### src/rtl/xbar_prog_arbiter_pkg.sv
// Shared definitions for the crossbar program/verify arbiter: state encoding,
// polarity constants and default interval lengths.
package xbar_prog_arbiter_pkg;

  localparam logic [2:0] ST_IDLE   = 3'd0;
  localparam logic [2:0] ST_DRAIN  = 3'd1;
  localparam logic [2:0] ST_PULSE  = 3'd2;
  localparam logic [2:0] ST_SETTLE = 3'd3;
  localparam logic [2:0] ST_VERIFY = 3'd4;
  localparam logic [2:0] ST_DONE   = 3'd5;

  typedef enum logic [2:0] {
    S_IDLE   = ST_IDLE,
    S_DRAIN  = ST_DRAIN,
    S_PULSE  = ST_PULSE,
    S_SETTLE = ST_SETTLE,
    S_VERIFY = ST_VERIFY,
    S_DONE   = ST_DONE
  } state_t;

  localparam logic POL_SET   = 1'b1;
  localparam logic POL_RESET = 1'b0;

  localparam int DEF_GUARD   = 2;
  localparam int DEF_SETTLE  = 3;
  localparam int DEF_VFY_LAT = 2;

  function automatic int max_int(input int a, input int b);
    return (a > b) ? a : b;
  endfunction

endpackage

### src/rtl/xbar_prog_arbiter_if.sv
// Weight-programming request/acknowledge bundle between requester and arbiter.
interface xbar_prog_arbiter_if #(
    parameter int ADDR_WIDTH  = 8,
    parameter int PW_WIDTH    = 4,
    parameter int RETRY_WIDTH = 3
);
    // PRG_REQ is a level request held until the one-cycle PRG_ACK (PRG_FAIL valid
    // with it); the PRG_* fields are captured only in the cycle the request is taken.
    logic                   PRG_REQ;
    logic [ADDR_WIDTH-1:0]  PRG_ADDR;
    logic                   PRG_POL;
    logic [PW_WIDTH-1:0]    PRG_PW;
    logic [RETRY_WIDTH-1:0] PRG_RETRY;
    logic                   PRG_ACK;
    logic                   PRG_FAIL;

    modport master (
        output PRG_REQ, PRG_ADDR, PRG_POL, PRG_PW, PRG_RETRY,
        input  PRG_ACK, PRG_FAIL
    );

    modport slave (
        input  PRG_REQ, PRG_ADDR, PRG_POL, PRG_PW, PRG_RETRY,
        output PRG_ACK, PRG_FAIL
    );
endinterface

### src/rtl/xbar_prog_arbiter_timer.sv
// Loadable down-counter with zero flag; times the guard, pulse, settle and
// verify-latency intervals of the arbiter.
module xbar_prog_timer #(
    parameter int W = 4
) (
    input  logic         CLK,
    input  logic         RSTB,
    input  logic         load,
    input  logic [W-1:0] load_val,
    input  logic         dec,
    output logic         zero
);
    logic [W-1:0] cnt;

    // Holds at zero rather than wrapping so a late decrement is harmless.
    always_ff @(posedge CLK or negedge RSTB) begin
        if (!RSTB) begin
            cnt <= '0;
        end else if (load) begin
            cnt <= load_val;
        end else if (dec && (cnt != '0)) begin
            cnt <= cnt - 1'b1;
        end
    end

    assign zero = (cnt == '0);
endmodule

### src/rtl/xbar_prog_arbiter.sv
// Arbitrates the memristor crossbar between inference EN windows and the
// program/verify engine: drain, pulse, settle, verify with bounded retries.
module xbar_prog_arbiter
    import xbar_prog_arbiter_pkg::*;
#(
    parameter int ADDR_WIDTH  = 8,
    parameter int PW_WIDTH    = 4,
    parameter int RETRY_WIDTH = 3,
    parameter int GUARD       = DEF_GUARD,
    parameter int SETTLE      = DEF_SETTLE,
    parameter int VFY_LAT     = DEF_VFY_LAT
) (
    input  logic                  CLK,
    input  logic                  RSTB,
    input  logic                  INF_EN,
    xbar_prog_arbiter_if.slave    prg,
    output logic                  BP,
    output logic                  XB_WAKE,
    output logic                  XB_PROG_EN,
    output logic                  XB_POL,
    output logic [ADDR_WIDTH-1:0] XB_ADDR,
    output logic                  XB_VFY_EN,
    input  logic                  XB_VFY_OK,
    output logic                  BUSY,
    output logic                  CONFLICT,
    output state_t                DBG_STATE
);
    localparam int TW = max_int(PW_WIDTH,
                        max_int($clog2(GUARD + 1),
                        max_int($clog2(SETTLE + 1), $clog2(VFY_LAT + 1))));

    state_t                 state;
    logic [PW_WIDTH-1:0]    pw_q;
    logic [RETRY_WIDTH-1:0] retry_q;
    logic [RETRY_WIDTH-1:0] attempts;
    logic                   fail_q;
    logic                   conflict_q;
    logic                   vfy_en_q;

    logic                   t_load;
    logic                   t_dec;
    logic [TW-1:0]          t_val;
    logic                   t_zero;

    xbar_prog_timer #(.W(TW)) u_timer (
        .CLK      (CLK),
        .RSTB     (RSTB),
        .load     (t_load),
        .load_val (t_val),
        .dec      (t_dec),
        .zero     (t_zero)
    );

    // Each state reloads the timer for the interval of the state it hands over to,
    // so the count is already in place on the first cycle of the next state.
    always_comb begin
        t_load = 1'b1;
        t_dec  = 1'b0;
        t_val  = TW'(GUARD - 1);
        case (state)
            S_DRAIN: begin
                if (INF_EN) begin
                    t_val = TW'(GUARD - 1);
                end else if (t_zero) begin
                    t_val = TW'(pw_q);
                end else begin
                    t_load = 1'b0;
                    t_dec  = 1'b1;
                end
            end
            S_PULSE: begin
                if (t_zero) begin
                    t_val = TW'(SETTLE - 1);
                end else begin
                    t_load = 1'b0;
                    t_dec  = 1'b1;
                end
            end
            S_SETTLE: begin
                if (t_zero) begin
                    t_val = TW'(VFY_LAT);
                end else begin
                    t_load = 1'b0;
                    t_dec  = 1'b1;
                end
            end
            S_VERIFY: begin
                if (t_zero) begin
                    t_val = TW'(pw_q);
                end else begin
                    t_load = 1'b0;
                    t_dec  = 1'b1;
                end
            end
            default: begin
                t_val = TW'(GUARD - 1);
            end
        endcase
    end

    always_ff @(posedge CLK or negedge RSTB) begin
        if (!RSTB) begin
            state      <= S_IDLE;
            pw_q       <= '0;
            retry_q    <= '0;
            attempts   <= '0;
            fail_q     <= 1'b0;
            conflict_q <= 1'b0;
            vfy_en_q   <= 1'b0;
            XB_POL     <= POL_RESET;
            XB_ADDR    <= '0;
        end else begin
            vfy_en_q <= 1'b0;
            // Inference touching the array mid-operation is flagged, never aborted:
            // a partially applied memristor pulse would leave the cell undefined.
            if (INF_EN && ((state == S_PULSE) || (state == S_SETTLE) || (state == S_VERIFY))) begin
                conflict_q <= 1'b1;
            end
            case (state)
                S_IDLE: begin
                    if (prg.PRG_REQ) begin
                        XB_ADDR  <= prg.PRG_ADDR;
                        XB_POL   <= prg.PRG_POL;
                        pw_q     <= prg.PRG_PW;
                        retry_q  <= prg.PRG_RETRY;
                        attempts <= '0;
                        fail_q   <= 1'b0;
                        state    <= S_DRAIN;
                    end
                end
                S_DRAIN: begin
                    if (!INF_EN && t_zero) begin
                        state <= S_PULSE;
                    end
                end
                S_PULSE: begin
                    if (t_zero) begin
                        state <= S_SETTLE;
                    end
                end
                S_SETTLE: begin
                    if (t_zero) begin
                        vfy_en_q <= 1'b1;
                        state    <= S_VERIFY;
                    end
                end
                S_VERIFY: begin
                    if (t_zero) begin
                        if (XB_VFY_OK) begin
                            fail_q <= 1'b0;
                            state  <= S_DONE;
                        end else if (attempts < retry_q) begin
                            attempts <= attempts + 1'b1;
                            state    <= S_PULSE;
                        end else begin
                            fail_q <= 1'b1;
                            state  <= S_DONE;
                        end
                    end
                end
                S_DONE: begin
                    state <= S_IDLE;
                end
                default: begin
                    state <= S_IDLE;
                end
            endcase
        end
    end

    // Decoded from the registered state only, so the async reset clears them at once.
    assign BP           = (state == S_DRAIN) || (state == S_PULSE) ||
                          (state == S_SETTLE) || (state == S_VERIFY);
    assign XB_WAKE      = BP;
    assign XB_PROG_EN   = (state == S_PULSE);
    assign XB_VFY_EN    = vfy_en_q;
    assign BUSY         = (state != S_IDLE);
    assign CONFLICT     = conflict_q;
    assign DBG_STATE    = state;
    assign prg.PRG_ACK  = (state == S_DONE);
    assign prg.PRG_FAIL = (state == S_DONE) && fail_q;
endmodule

### src/flat_wrapper.sv
// flat-port wrapper written by rule: the top's interface ports become plain ports
module xbar_prog_arbiter_flat import xbar_prog_arbiter_pkg::*;
#(
    parameter int ADDR_WIDTH  = 8,
    parameter int PW_WIDTH    = 4,
    parameter int RETRY_WIDTH = 3,
    parameter int GUARD       = DEF_GUARD,
    parameter int SETTLE      = DEF_SETTLE,
    parameter int VFY_LAT     = DEF_VFY_LAT
)
  (CLK, RSTB, INF_EN, BP, XB_WAKE, XB_PROG_EN, XB_POL, XB_ADDR, XB_VFY_EN, XB_VFY_OK, BUSY, CONFLICT, DBG_STATE, prg_PRG_REQ, prg_PRG_ADDR, prg_PRG_POL, prg_PRG_PW, prg_PRG_RETRY, prg_PRG_ACK, prg_PRG_FAIL);
  xbar_prog_arbiter_if #(.ADDR_WIDTH(ADDR_WIDTH), .PW_WIDTH(PW_WIDTH), .RETRY_WIDTH(RETRY_WIDTH)) prg_i ();
  input  logic CLK;
  input  logic RSTB;
  input  logic INF_EN;
  output logic BP;
  output logic XB_WAKE;
  output logic XB_PROG_EN;
  output logic XB_POL;
  output logic [ADDR_WIDTH-1:0] XB_ADDR;
  output logic XB_VFY_EN;
  input  logic XB_VFY_OK;
  output logic BUSY;
  output logic CONFLICT;
  output state_t DBG_STATE;
  input wire logic [$bits(prg_i.PRG_REQ)-1:0] prg_PRG_REQ;
  input wire logic [$bits(prg_i.PRG_ADDR)-1:0] prg_PRG_ADDR;
  input wire logic [$bits(prg_i.PRG_POL)-1:0] prg_PRG_POL;
  input wire logic [$bits(prg_i.PRG_PW)-1:0] prg_PRG_PW;
  input wire logic [$bits(prg_i.PRG_RETRY)-1:0] prg_PRG_RETRY;
  output wire logic [$bits(prg_i.PRG_ACK)-1:0] prg_PRG_ACK;
  output wire logic [$bits(prg_i.PRG_FAIL)-1:0] prg_PRG_FAIL;
  assign prg_i.PRG_REQ = prg_PRG_REQ;
  assign prg_i.PRG_ADDR = prg_PRG_ADDR;
  assign prg_i.PRG_POL = prg_PRG_POL;
  assign prg_i.PRG_PW = prg_PRG_PW;
  assign prg_i.PRG_RETRY = prg_PRG_RETRY;
  assign prg_PRG_ACK = prg_i.PRG_ACK;
  assign prg_PRG_FAIL = prg_i.PRG_FAIL;
  xbar_prog_arbiter #(.ADDR_WIDTH(ADDR_WIDTH), .PW_WIDTH(PW_WIDTH), .RETRY_WIDTH(RETRY_WIDTH), .GUARD(GUARD), .SETTLE(SETTLE), .VFY_LAT(VFY_LAT)) u_core (.CLK(CLK), .RSTB(RSTB), .INF_EN(INF_EN), .prg(prg_i), .BP(BP), .XB_WAKE(XB_WAKE), .XB_PROG_EN(XB_PROG_EN), .XB_POL(XB_POL), .XB_ADDR(XB_ADDR), .XB_VFY_EN(XB_VFY_EN), .XB_VFY_OK(XB_VFY_OK), .BUSY(BUSY), .CONFLICT(CONFLICT), .DBG_STATE(DBG_STATE));
endmodule
### config.mk
export PLATFORM = sky130hd
export DESIGN_NAME = xbar_prog_arbiter_flat
export DESIGN_NICKNAME = d
export VERILOG_FILES = /design/src/rtl/xbar_prog_arbiter_pkg.sv /design/src/rtl/xbar_prog_arbiter_if.sv /design/src/rtl/xbar_prog_arbiter_timer.sv /design/src/rtl/xbar_prog_arbiter.sv /design/src/flat_wrapper.sv
export SDC_FILE = /design/constraint.sdc
export NUM_CORES = 1
export LEC_CHECK = 0
export CAP_MARGIN = 20
export CELL_PAD_IN_SITES_DETAIL_PLACEMENT = 1
export CELL_PAD_IN_SITES_GLOBAL_PLACEMENT = 2
export CORE_ASPECT_RATIO = 1.25
export CORE_MARGIN = 2
export CORE_UTILIZATION = 25
export CTS_BUF_LIST = sky130_fd_sc_hd__clkbuf_16
export DETAILED_ROUTE_END_ITERATION = 12
export PLACE_DENSITY = 0.79
export SLEW_MARGIN = 15
export SYNTH_ARGS = -nofsm -noshare
export SYNTH_HDL_FRONTEND = slang
export SYNTH_SLANG_ARGS = --single-unit
### constraint.sdc
create_clock -name CLK -period 2.6 [get_ports CLK]
set_input_delay 0.52 -clock CLK [delete_from_list [all_inputs] [get_ports CLK]]
set_output_delay 0.52 -clock CLK [all_outputs]
set_load 0.005 [all_outputs]
==> qor.csv <==
metric;value;unit
status;complete, no violations;
dr.pass1.iters;4;
cts_tree;built;
yosysTopAreaCellShare;0.484;
avgSynthCellArea;11.2;um^2
combPwrFrac;0.392;
yosysWarnings;0;
endpoint_kind;output pin;
leakage;0.918;nW
post-route-period-util;0.889;
syn_to_final_growth;39.3;%
rr_worst_depth;4;
slew_headroom;0.647;
die_area;6640;um^2
min_from;u_core.CONFLICT$_DFFE_PN0P_;
crit_path_start_kind;flip-flop;
clk_latency;0.27;ns
max_freq;432;MHz
synth_nets;159;
wl_per_cell;14.3;um
antenna_found_initial;0;
ios;41;
grt_setup_unrepaired;false;
port_buffers;40;
fp.coreArea;5780;um^2
rrSetupSlack;0.61;ns
hold_slack;0.452;ns
finalWeightedCongestion;0.707;
postCtsSetupBuffers;0;
cp_max_fo;18;
arrival;1.79;ns
synthTopCellsByArea;dfrtp_1, mux2_2, ha_1;
synth_cell_types;40;
peakVddDrop;325;uV
num_vias;1147;
die_y;90.6;um
power_frac_seq;0.362;
hold_depth;1;
cts-buffers-inserted;5;
whs_endpoint;u_core.CONFLICT$_DFFE_PN0P_;
grt_overflow;0;
intPower;0.00148;W
p_sw;0.000689;W
initial_core_util;0.260;
powerDensity;1040;nW/um^2
via_per_inst;4.74;
htreeDepth;2;
maxCapViolCount;0;
die_x;73.3;um
slowest_delay;0.67;ns
cp_slowest_cell;dfrtp_1;
p_clk_frac;0.246;
synth_edf_count;0;
r2r_end;u_core.attempts[2]$_DFFE_PN0P_;
cts_root_buffer;clkbuf_16;
first_global_vias;1216;
switching_share;0.317;
crit_chain;and3b_1 > and2_1 > clkdlybuf4s50_1;
finalMaxSlewViolations;0;
wl;3.46;mm
hold_violations;0;
grt_pass1_wl;5.89;mm
ant_nets;0;
setup_viol;0;
fin_skew;0.00293;ns
critical_path_class;reg2out;
fin_crit;2.31;ns
antennaDiodeCount;0;
ctsHoldBuffers;0;
path_clk_slew;0.05;ns
rows;31;
tns;0;ns
hpwl;2.40;mm
synth_top_cell_by_area;dfrtp_1;
drc_errors;0;
ctsResizeCount;0;
grt_max_degree;30;
drive_gt1_frac;0.159;
ys_seq_elements;29;
required;2.08;ns
yosysSeqAreaShare;0.484;
synthFlopType;dfrtp_1;
drt_iter0_markers;30;
async_reset_ff_frac;1.00;
fin_nets;200;
synth_area;1500;um^2
rr_startpoint;u_core.DBG_STATE[2]$_DFFE_PN0P_;
cts_sinks;29;
clk_path_buf_depth;2;
synth_cells;134;
grtUsageTotal;0.115;
tightest_slew;0.529;ns
hp-class;reg2reg;
power by group through the flow:
| stage | Combinational (W) | Sequential, W | Clock [W] |
|---|---|---|---|
| after floorplan | 0.000540 | 0.000738 | 0 |
| after global placement | 0.000852 | 0.000786 | 0 |
| after detailed placement | 0.000865 | 0.000796 | 0 |
| after CTS | 0.000872 | 0.000791 | 0.000556 |
| after global routing | 0.000952 | 0.000819 | 0.000571 |
| final | 0.000853 | 0.000786 | 0.000535 |
cells in the mapped netlist, types with 2 or more instances:
master,count
nor2b_1,2
a21oi_1,4
a21o_1,3
mux2_2,14
nand2b_1,3
buf_4,3
o21ai_0,6
inv_1,6
dfrtp_1,29
or3b_1,2
a32o_1,2
ha_1,4
and3_1,2
nand2_1,9
nor3_1,3
o22ai_1,3
or3_1,2
xor2_1,3
buf_2,4
and2_1,4
nor2_1,7
registers in the layout, summed over array words and instances, names as in the netlist:
register and flops:
u_core.fail_q 1, u_core.CONFLICT 1, u_core.XB_ADDR 8, u_core.pw_q 4, u_core.attempts 3, u_core.DBG_STATE 3
u_core.u_timer.cnt 4, u_core.retry_q 3, u_core.XB_POL 1, u_core.XB_VFY_EN 1
cell families (layout without fill, tap and decap cells):
kind of cell / Yosys count / count (layout) / synth area share
buf+inv: 14 / 56 / 0.0459
flops: 29 / 29 / 0.484
simple gates: 42 / 42 / 0.175
xor+xnor: 4 / 4 / 0.0234
compound gates: 25 / 25 / 0.117
fa+ha+maj: 4 / 4 / 0.0334
mux: 16 / 16 / 0.122
area by class of cell:
cell class | instances | area [um^2]
fill | 640 | 3690
sequential | 29 | 726
multi-input combinational | 91 | 706
timing repair buffer | 42 | 415
clock buffer | 5 | 125
tap | 66 | 82.6
inverter | 6 | 22.5
clock inverter | 3 | 12.5
critical path, delay by kind of cell, from the launching register on:
kind / cells / cell delay, ns
DFF: 1 / 0.67
buffers and inverters: 1 / 0.49
and+or+nand+nor: 2 / 0.37
metal layers:
metal | part of all wire | global-route usage | wire (um)
met4 | 0.010 | 0.0509 | 35
met1 | 0.41 | 0.139 | 1420
met5 | 0 | 0 | 0
met3 | 0.032 | 0.0212 | 112
met2 | 0.55 | 0.194 | 1890
layout by cell type, fill, tap and decap left out, types with 5 or more instances in the layout:
| master | n |
|---|---|
| o21ai_0 | 6 |
| inv_1 | 6 |
| nand2_1 | 9 |
| clkbuf_16 | 5 |
| mux2_2 | 14 |
| dfrtp_1 | 29 |
| nor2_1 | 7 |
| clkdlybuf4s50_1 | 40 |
how the worst max path moves through the flow:
stage                                            startpoint                             end  slack (ns)
final                       u_core.DBG_STATE[2]$_DFFE_PN0P_                    prg_PRG_FAIL        0.29
after global routing        u_core.DBG_STATE[2]$_DFFE_PN0P_                    prg_PRG_FAIL        0.17
after CTS                   u_core.DBG_STATE[0]$_DFFE_PN0P_                              BP        0.27
after detailed placement    u_core.DBG_STATE[0]$_DFFE_PN0P_                              BP        0.56
after global placement      u_core.DBG_STATE[2]$_DFFE_PN0P_                    prg_PRG_FAIL        0.58
after floorplan           u_core.u_timer.cnt[0]$_DFFE_PN0P_  u_core.attempts[2]$_DFFE_PN0P_        0.86
stage by stage:
stage                     utilization  setup WS [ns]  area (um^2)  cells  power (W)
after global placement          0.338          0.583         1950    234    0.00164
after floorplan                     -          0.861         1500    134    0.00128
after detailed placement        0.338          0.562         1950    234    0.00166
after CTS                       0.362          0.266         2090    242    0.00222
after global routing            0.362          0.169         2090    242    0.00234
final                           0.362          0.288         2090    242    0.00217
Power figures use the tool's default switching activity.
